[config.mk]
export PLATFORM = sky130hd
export DESIGN_NAME = codificador_7seg
export DESIGN_NICKNAME = d
export VERILOG_FILES = /design/src/rtl/codificador_7seg.sv
export SDC_FILE = /design/constraint.sdc
export NUM_CORES = 1
export LEC_CHECK = 0
export CAP_MARGIN = 10
export CELL_PAD_IN_SITES_DETAIL_PLACEMENT = 1
export CELL_PAD_IN_SITES_GLOBAL_PLACEMENT = 2
export CORE_UTILIZATION = 40
export CTS_BUF_LIST = sky130_fd_sc_hd__clkbuf_2 sky130_fd_sc_hd__clkbuf_4 sky130_fd_sc_hd__clkbuf_8
export CTS_CLUSTER_SIZE = 10
export DETAILED_ROUTE_END_ITERATION = 10
export PLACE_DENSITY = 0.89
export SLEW_MARGIN = 20
export SYNTH_ARGS = -nofsm -noshare
export SYNTH_HDL_FRONTEND = slang
export SYNTH_SLANG_ARGS = --single-unit
[constraint.sdc]
create_clock -name clk -period 4.3 [get_ports clk]
set_input_delay 0.43 -clock clk [delete_from_list [all_inputs] [get_ports clk]]
set_output_delay 0.43 -clock clk [all_outputs]
set_load 0.1 [all_outputs]
[src/rtl/codificador_7seg.sv]
// Seven-segment bus monitor: debounces the multiplexed anode/segment lines,
// decodes each stable pattern to BCD/blank/error and hands out 4-digit frames.
module codificador_7seg #(
    parameter int ESTAVEL = 4
) (
    input  logic        clk,
    input  logic        rst_n,
    input  logic [3:0]  an,
    input  logic [0:6]  segmentos,
    output logic [15:0] digitos,
    output logic [3:0]  erro,
    output logic        valido,
    input  logic        pronto,
    output logic        perdido
);

    localparam logic [7:0] EST = 8'(ESTAVEL);

    typedef enum logic {ESPERA, AMOSTRADO} estado_t;

    typedef struct packed {
        logic [3:0] an;
        logic [0:6] seg;
    } amostra_t;

    localparam amostra_t AMOSTRA_RST = '{an: 4'hF, seg: 7'h7F};

    amostra_t        r1_q, r2_q;
    logic [7:0]      cnt_q, cnt_d;
    estado_t         estado_q, estado_d;
    logic [3:0][3:0] slot_q;
    logic [3:0]      slot_err_q;
    logic [3:0]      mask_q, mask_d;
    logic [15:0]     digitos_q;
    logic [3:0]      erro_q;
    logic            valido_q, valido_d;
    logic            perdido_q;

    logic            igual;
    logic            captura;
    logic            an_ok;
    logic [1:0]      idx;
    logic [3:0]      cod;
    logic            cod_err;
    logic            frame_cheio;
    logic            carrega;

    assign igual   = (r1_q == r2_q);
    assign captura = igual && (cnt_q == EST - 8'd1) && (estado_q == ESPERA);

    always_comb begin
        cnt_d    = cnt_q;
        estado_d = estado_q;
        if (!igual) begin
            cnt_d    = 8'd0;
            estado_d = ESPERA;
        end else begin
            if (cnt_q < EST)
                cnt_d = cnt_q + 8'd1;
            if (captura)
                estado_d = AMOSTRADO;
        end
    end

    // Only a single low strobe identifies a digit; idle or overlapping strobes are skipped.
    always_comb begin
        an_ok = 1'b1;
        idx   = 2'd0;
        case (r1_q.an)
            4'b1110: idx = 2'd0;
            4'b1101: idx = 2'd1;
            4'b1011: idx = 2'd2;
            4'b0111: idx = 2'd3;
            default: an_ok = 1'b0;
        endcase
    end

    always_comb begin
        case (r1_q.seg)
            7'b0000001: cod = 4'd0;
            7'b1001111: cod = 4'd1;
            7'b0010010: cod = 4'd2;
            7'b0000110: cod = 4'd3;
            7'b1001100: cod = 4'd4;
            7'b0100100: cod = 4'd5;
            7'b0100000: cod = 4'd6;
            7'b0001111: cod = 4'd7;
            7'b0000000: cod = 4'd8;
            7'b0000100: cod = 4'd9;
            7'b1111111: cod = 4'hF;
            default:    cod = 4'hE;
        endcase
        cod_err = (cod == 4'hE);
    end

    assign frame_cheio = (mask_q == 4'hF);
    assign carrega     = frame_cheio && (!valido_q || pronto);

    // The completed mask is cleared before this edge's capture is merged, so a
    // capture on the load edge starts the next frame.
    always_comb begin
        mask_d = frame_cheio ? 4'h0 : mask_q;
        if (captura && an_ok)
            mask_d[idx] = 1'b1;
    end

    always_comb begin
        valido_d = valido_q;
        if (carrega)
            valido_d = 1'b1;
        else if (valido_q && pronto)
            valido_d = 1'b0;
    end

    always_ff @(posedge clk or negedge rst_n) begin
        if (!rst_n) begin
            r1_q       <= AMOSTRA_RST;
            r2_q       <= AMOSTRA_RST;
            cnt_q      <= 8'd0;
            estado_q   <= ESPERA;
            slot_q     <= '0;
            slot_err_q <= '0;
            mask_q     <= '0;
            digitos_q  <= '0;
            erro_q     <= '0;
            valido_q   <= 1'b0;
            perdido_q  <= 1'b0;
        end else begin
            r1_q     <= {an, segmentos};
            r2_q     <= r1_q;
            cnt_q    <= cnt_d;
            estado_q <= estado_d;
            mask_q   <= mask_d;
            valido_q <= valido_d;
            if (captura && an_ok) begin
                slot_q[idx]     <= cod;
                slot_err_q[idx] <= cod_err;
            end
            if (carrega) begin
                digitos_q <= slot_q;
                erro_q    <= slot_err_q;
            end
            if (frame_cheio && valido_q && !pronto)
                perdido_q <= 1'b1;
        end
    end

    assign digitos = digitos_q;
    assign erro    = erro_q;
    assign valido  = valido_q;
    assign perdido = perdido_q;

endmodule
==> flow_metrics.py, run 1 <==
metrics = {
    "layout": {
        "synthToLayoutAreaGrowth_pct": 21.0,
        "nFillCells": 754,
        "ff_latch_area_mm2": 0.00195,
        "layout.nets": 287,
        "multiInputGateArea_mm2": 0.00112,
        "drive_above_1_share": 0.289,
        "antennaDiodeCount": 0,
        "stdcell_count": 376,
        "final_core_util": 0.510,
    },
    "synth": {
        "synth_xor_xnor_area_share": 0.0337,
        "ys_seq_area_frac": 0.626,
        "yosys.cell_count.top_type": "dfrtp_1",
        "synth_compound_gate_area_share": 0.0617,
        "synth_common_cells": "dfrtp_1, mux2_2, dfstp_2",
        "synth_fp_nets": 248,
        "synthTopCellsByArea": "dfrtp_1, dfstp_2, mux2_2",
        "synth_edf_count": 0,
        "synth_seq_cells": 77,
        "ys_types": 41,
        "ys_warn_count": 0,
        "synth_area_per_cell_um2": 13.4,
        "ys.flop_type": "dfrtp_1",
        "synth_area_mm2": 0.00312,
        "post-synth-top-area-cell": "dfrtp_1",
        "synth_top_family_by_area": "simple AND/OR/NAND/NOR gates",
        "synthCells": 233,
        "yosysTopAreaCellShare": 0.441,
        "synth_simple_gate_area_frac": 0.151,
        "synth_adder_area_share": 0.00401,
        "async_flop_share": 1.00,
        "synthMuxAreaShare": 0.107,
    },
    "global_routing": {
        "grt_pass1_vias": 2086,
        "grt_overflow_total": 0,
        "grt_util_all_layers": 0.162,
        "grt_first_pass_wirelength_um": 10100,
        "grt_max_degree": 78,
        "grt_antenna_before_repair": 0,
    },
    "clock_network": {
        "cts_tree": "built",
        "ctsHoldBuffers": 0,
        "clock-sinks": 77,
        "ctsLongestPathBuffers": 2,
        "cts.clk_slew.worst_paths_ns": 0.09,
        "clock_latency_ns": 0.35,
        "cts_resized": 0,
        "numCtsBuffers": 9,
        "h-tree-depth": 3,
        "post-cts-setup-buffers": 0,
        "root_buffer": "clkbuf_8",
    },
    "routing": {
        "drt-vias-per-instance": 5.08,
        "dr.pass1.iters": 4,
        "drtIter0Drc": 80,
        "route.detailed.drc": 0,
        "routedWlPerCell_um": 15.6,
        "ant_nets": 0,
        "wl_um": 5870,
        "vias": 1911,
    },
    "floorplanning": {
        "io_pins": 36,
        "core_mm2": 0.00741,
        "fp.dieW_um": 90.3,
        "fp.dieH_um": 90.3,
        "die_area_mm2": 0.00816,
        "rows": 31,
        "floorplan.initialDensity": 0.421,
    },
    "placed_design": {
        "routabilityCongestion": 0.693,
        "dpl.cell_count": 360,
        "port_buffers": 35,
        "dp_hpwl_um": 4020,
    },
    "power_and_ir_drop": {
        "power_frac_seq": 0.534,
        "power.density_mw_per_mm2": 377,
        "p_switching_mw": 0.327,
        "sw_frac_of_total": 0.230,
        "intPower_mw": 1.10,
        "ir_worst_vdd_mv": 0.194,
        "comb_power_share": 0.040,
        "clock_power_share": 0.426,
        "p_leak_nw": 1.73,
    },
    "timing": {
        "period_share": 0.538,
        "finalHoldViolCount": 0,
        "rsz0062_at_grt": "false",
        "tns_ns": 0,
        "maxSlewViolCount": 0,
        "setup-violations-final": 0,
        "timing.fmax_mhz": 432,
        "slew_headroom": 0.336,
        "period_needed_ns": 2.31,
        "tightest_slew_ns": 0.994,
        "clock-skew-final_ns": 0.0128,
    },
    "setup_path": {
        "crit_path_start_kind": "flop",
        "crit_buf_inv": 1,
        "critPathMaxStageDelay_ns": 1.15,
        "crit_path_end_kind": "output pin",
        "cp_cell_sequence": "clkdlybuf4s50_1",
        "worst_path_max_delay_cell": "clkdlybuf4s50_1",
        "critical_path_arrival_ns": 1.88,
        "worstPathRequired_ns": 3.87,
        "crit_family": "buffers and inverters",
        "setup.worst_path.class": "reg -> out",
        "crit_fanout": 2,
    },
    "run": {
        "cap_viol_max_count": 0,
    },
    "status": {
        "status": "finished, final reports clean",
    },
    "hold_path": {
        "hp-class": "in -> async",
    },
}
final cells by class:
class	instances	area share
tap	99	0.0328
timing repair buffer	36	0.0941
multi-input combinational	146	0.296
inverter	2	0.00199
sequential	77	0.517
clock inverter	7	0.0252
clock buffer	9	0.0328
layout by cell type, fill, tap and decap left out, drive strengths merged, types with 2 or more instances in the layout:
cell            n
a21oi           9
a22o            3
and2            5
and3            4
buf             2
bufinv          2
clkbuf          9
clkdlybuf4s50  34
clkinv          2
dfrtp          55
dfstp          22
inv             5
mux2           28
mux2i           2
nand2          20
nand3           2
nand4           5
nand4b          4
nor2            9
nor2b           7
nor3           11
nor4            2
o21ai           8
or4             2
xor2           11
flip-flops by register name, summed over array words and instances (netlist names), 4 cells and up:
| name | cells |
|---|---|
| slot_err_q | 4 |
| slot_q | 16 |
| mask_q | 4 |
| erro | 4 |
| r2_q | 11 |
| cnt_q | 8 |
| r1_q | 11 |
| digitos | 16 |
power by group through the flow:
| stage | Combinational [mW] | Sequential [mW] | Clock, mW |
|---|---|---|---|
| 2_1_floorplan | 0.0357 | 0.763 | 0 |
| 3_3_place_gp | 0.0576 | 0.772 | 0 |
| 3_5_place_dp | 0.0589 | 0.773 | 0 |
| 4_1_cts | 0.0590 | 0.760 | 0.626 |
| 5_1_grt | 0.0647 | 0.762 | 0.656 |
| 6_report | 0.0575 | 0.760 | 0.607 |
kinds of logic after synthesis:
logic type / after synthesis
AND/OR/NAND/NOR: 73
XOR/XNOR: 12
AO/OA/AOI/OAI: 30
multiplexers: 30
adder cells (fa/ha/maj): 1
flip-flops: 77
buffers and inverters: 10
metal layers:
metal | track usage | share of wire | wire length, um | vias up
li1 | - | - | - | 902
met1 | 0.206 | 0.47 | 2740 | 962
met2 | 0.255 | 0.48 | 2820 | 37
met3 | 0.0421 | 0.035 | 203 | 10
met4 | 0.0847 | 0.018 | 104 | 0
met5 | 0 | 0 | 0 | -
path summary, 6_finish.rpt:
path / endpoint / slack [ns] / cells past startpoint / start
worst max-delay path: valido / 1.99 / 1 / valido
worst min-delay path: valido / 0.22 / 1 / rst_n
worst max register to register: slot_q[5] / 2.18 / 4 / r1_q[0]
worst min register to register: r2_q[8] / 0.41 / 0 / r1_q[8]
max in group asynchronous: slot_q[14] / 3.46 / 1 / rst_n
min in group clk: r2_q[8] / 0.41 / 0 / r1_q[8]
stage by stage:
| stage | power (mW) | instance area, um^2 | worst slack (ns) | hold WS, ns |
|---|---|---|---|---|
| 2_1_floorplan | 0.799 | 3120 | 2.33 | 0.134 |
| 3_3_place_gp | 0.830 | 3560 | 2.19 | 0.391 |
| 4_1_cts | 1.44 | 3780 | 1.95 | 0.250 |
| 6_report | 1.42 | 3780 | 1.99 | 0.219 |
| 5_1_grt | 1.48 | 3780 | 1.92 | 0.284 |
| 3_5_place_dp | 0.832 | 3560 | 2.15 | 0.396 |
No activity file was read; power rests on OpenSTA's default activity.
==> inputs of run 2 (changes only) <==
- CORE_UTILIZATION: 40 -> 36
- PLACE_DENSITY: 0.89 -> 0.85
- clock period: 4.3 -> 1.9 ns (I/O delays scaled with it)
==> run 2 against run 1 <==
The flow now finishes with violations (negative setup slack); cell count grew 9.8%; core utilization shrank 2.0 points; setup slack lost 2.0 ns; sequential power grew 120%; critical path depth grew 4; first-iteration DRC count grew 7.5%; non-clock buffer count grew 31; routed wire length grew 10%; critical path type is now reg -> reg; combinational power grew to 3.3 times the previous value; via count grew 7.5%.
==> flow_metrics.py, run 2 (same netlist as run 1, synthesis figures left out) <==
metrics = {
    "floorplanning": {
        "core_mm2": 0.00830,
        "rows": 33,
        "die_area_mm2": 0.00905,
        "fp.dieW_um": 95.1,
        "floorplan.initialDensity": 0.376,
        "fp.dieH_um": 95.1,
        "io_pins": 36,
    },
    "global_routing": {
        "grt_max_degree": 63,
        "grt_first_pass_wirelength_um": 10800,
        "grt_antenna_before_repair": 0,
        "grt_pass1_vias": 2119,
        "grt_util_all_layers": 0.162,
        "grt_overflow_total": 0,
    },
    "routing": {
        "wl_um": 6450,
        "dr_wl_met3_um": 259,
        "dr.pass1.iters": 4,
        "route.detailed.drc": 0,
        "drtIter0Drc": 86,
        "ant_nets": 0,
        "maxUsedRoutingLayer": "met4",
        "vias": 2054,
        "drt-met1-wl_um": 3000,
        "dr_wl_met2_um": 3090,
        "drt-vias-per-instance": 4.97,
        "routedWlPerCell_um": 15.6,
    },
    "layout": {
        "drive_above_1_share": 0.464,
        "final_common_cell": "dfrtp_1",
        "layout.nets": 318,
        "mostFrequentLayoutCells": "dfrtp_1, buf_4, mux2_2, dfstp_2, nand2_1",
        "antennaDiodeCount": 0,
        "synthToLayoutAreaGrowth_pct": 30.3,
    },
    "timing": {
        "period_share": 1.02,
        "finalHoldViolCount": 0,
        "whs_ns": 0.230,
        "maxSlewViolCount": 0,
        "tightest_slew_ns": 0.489,
        "fin_ws_ns": -0.0377,
        "setup-violations-final": 4,
        "timing.fmax_mhz": 516,
        "clock-skew-final_ns": 0.0111,
        "rsz0062_at_grt": "true",
        "slew_headroom": 0.670,
        "period_needed_ns": 1.94,
    },
    "setup_path": {
        "r2r_slack_ns": -0.04,
        "cp-startpoint": "cnt_q[2]",
        "crit_path_start_kind": "flop",
        "r2r_start": "cnt_q[2]",
        "crit_path_end_kind": "flop",
        "r2r-end": "slot_q[4]",
        "worstSetupEndpoint": "slot_q[4]",
        "reg2reg_depth": 5,
        "worstPathRequired_ns": 2.13,
        "crit_fanout": 8,
        "critical_path_arrival_ns": 2.17,
        "setup.worst_path.class": "reg -> reg",
    },
    "hold_path": {
        "hp-class": "in -> reg",
    },
    "clock_network": {
        "cts_tree": "built",
        "ctsLongestPathBuffers": 2,
        "clock_latency_ns": 0.35,
        "clock-sinks": 77,
        "cts.clk_slew.worst_paths_ns": 0.08,
        "h-tree-depth": 3,
        "root_buffer": "clkbuf_8",
        "numCtsBuffers": 9,
    },
    "power_and_ir_drop": {
        "comb_power_share": 0.060,
        "sw_frac_of_total": 0.233,
        "intPower_mw": 2.42,
        "fin_total_pwr_mw": 3.16,
        "p_leak_nw": 1.95,
        "power.density_mw_per_mm2": 777,
        "p_switching_mw": 0.737,
        "clock_power_share": 0.400,
        "ir_worst_vdd_mv": 0.411,
        "power_frac_seq": 0.540,
    },
    "placed_design": {
        "dpl_worst_slack_ns": -0.0396,
        "dp_hpwl_um": 4530,
        "routabilityCongestion": 0.821,
        "port_buffers": 35,
    },
    "run": {
        "cap_viol_max_count": 0,
    },
    "status": {
        "status": "complete, but fails checks",
        "violations": "negative setup slack",
    },
}
## run 2: cell type report
class / instances / area [um^2]
fillers: 866 / 4230
flip-flops and latches: 77 / 1960
multi-input cells: 146 / 1210
repair buffers: 67 / 561
clock buffers: 11 / 145
well taps: 105 / 131
clock inverters: 5 / 60.1
inverters: 2 / 7.51
## run 2: how the worst min path moves through the flow
| stage | startpoint | endpoint | slack, ns | cells past startpoint |
|---|---|---|---|---|
| 2_1_floorplan | rst_n | cnt_q[0] | -0.11 | 0 |
| 3_3_place_gp | rst_n | digitos[12] | 0.13 | 1 |
| 3_5_place_dp | rst_n | digitos[12] | 0.14 | 1 |
| 4_1_cts | an[2] | r1_q[9] | 0.22 | 1 |
| 5_1_grt | an[2] | r1_q[9] | 0.22 | 1 |
| 6_report | an[2] | r1_q[9] | 0.23 | 1 |
## run 2: per-stage QoR
step	cell area (um^2)	util	cells	TNS, ns
floorplan	3120	-	233	0
global placement	3730	0.450	394	0
detailed placement	3730	0.450	394	-0.137
CTS	3990	0.481	411	-0.00863
global route	4070	0.490	413	-0.440
finish	4070	0.490	413	-0.0676
## run 2: power groups by stage
stage                     registers [mW]  logic [mW]  clock network (mW)
final                               1.71       0.190                1.27
after global routing                1.71       0.209                1.39
after CTS                           1.71       0.184                1.30
after detailed placement            1.74       0.179                   0
after global placement              1.73       0.176                   0
after floorplan                     1.73      0.0808                   0
## run 2: worst max-delay path, cell delays in order (launching register included)
cell and delay (ns):
dfrtp_1 0.39, or4_4 0.63, nor3_4 0.25, nand4_2 0.13, buf_6 0.15, mux2_2 0.27
## run 2: repair_timing
item                                   CTS  global route
setup endpoints to repair               10            20
pin swaps                                5             3
hold buffers                             1             0
gates resized for setup                  7            16
buffers inserted                         0             2
endpoints found under the hold margin    4             0
## run 2: layer usage
metal,GRT usage,vias up
met2,0.248,37
met1,0.221,1040
met4,0.0606,0
met5,0,-
li1,-,965
met3,0.0431,12
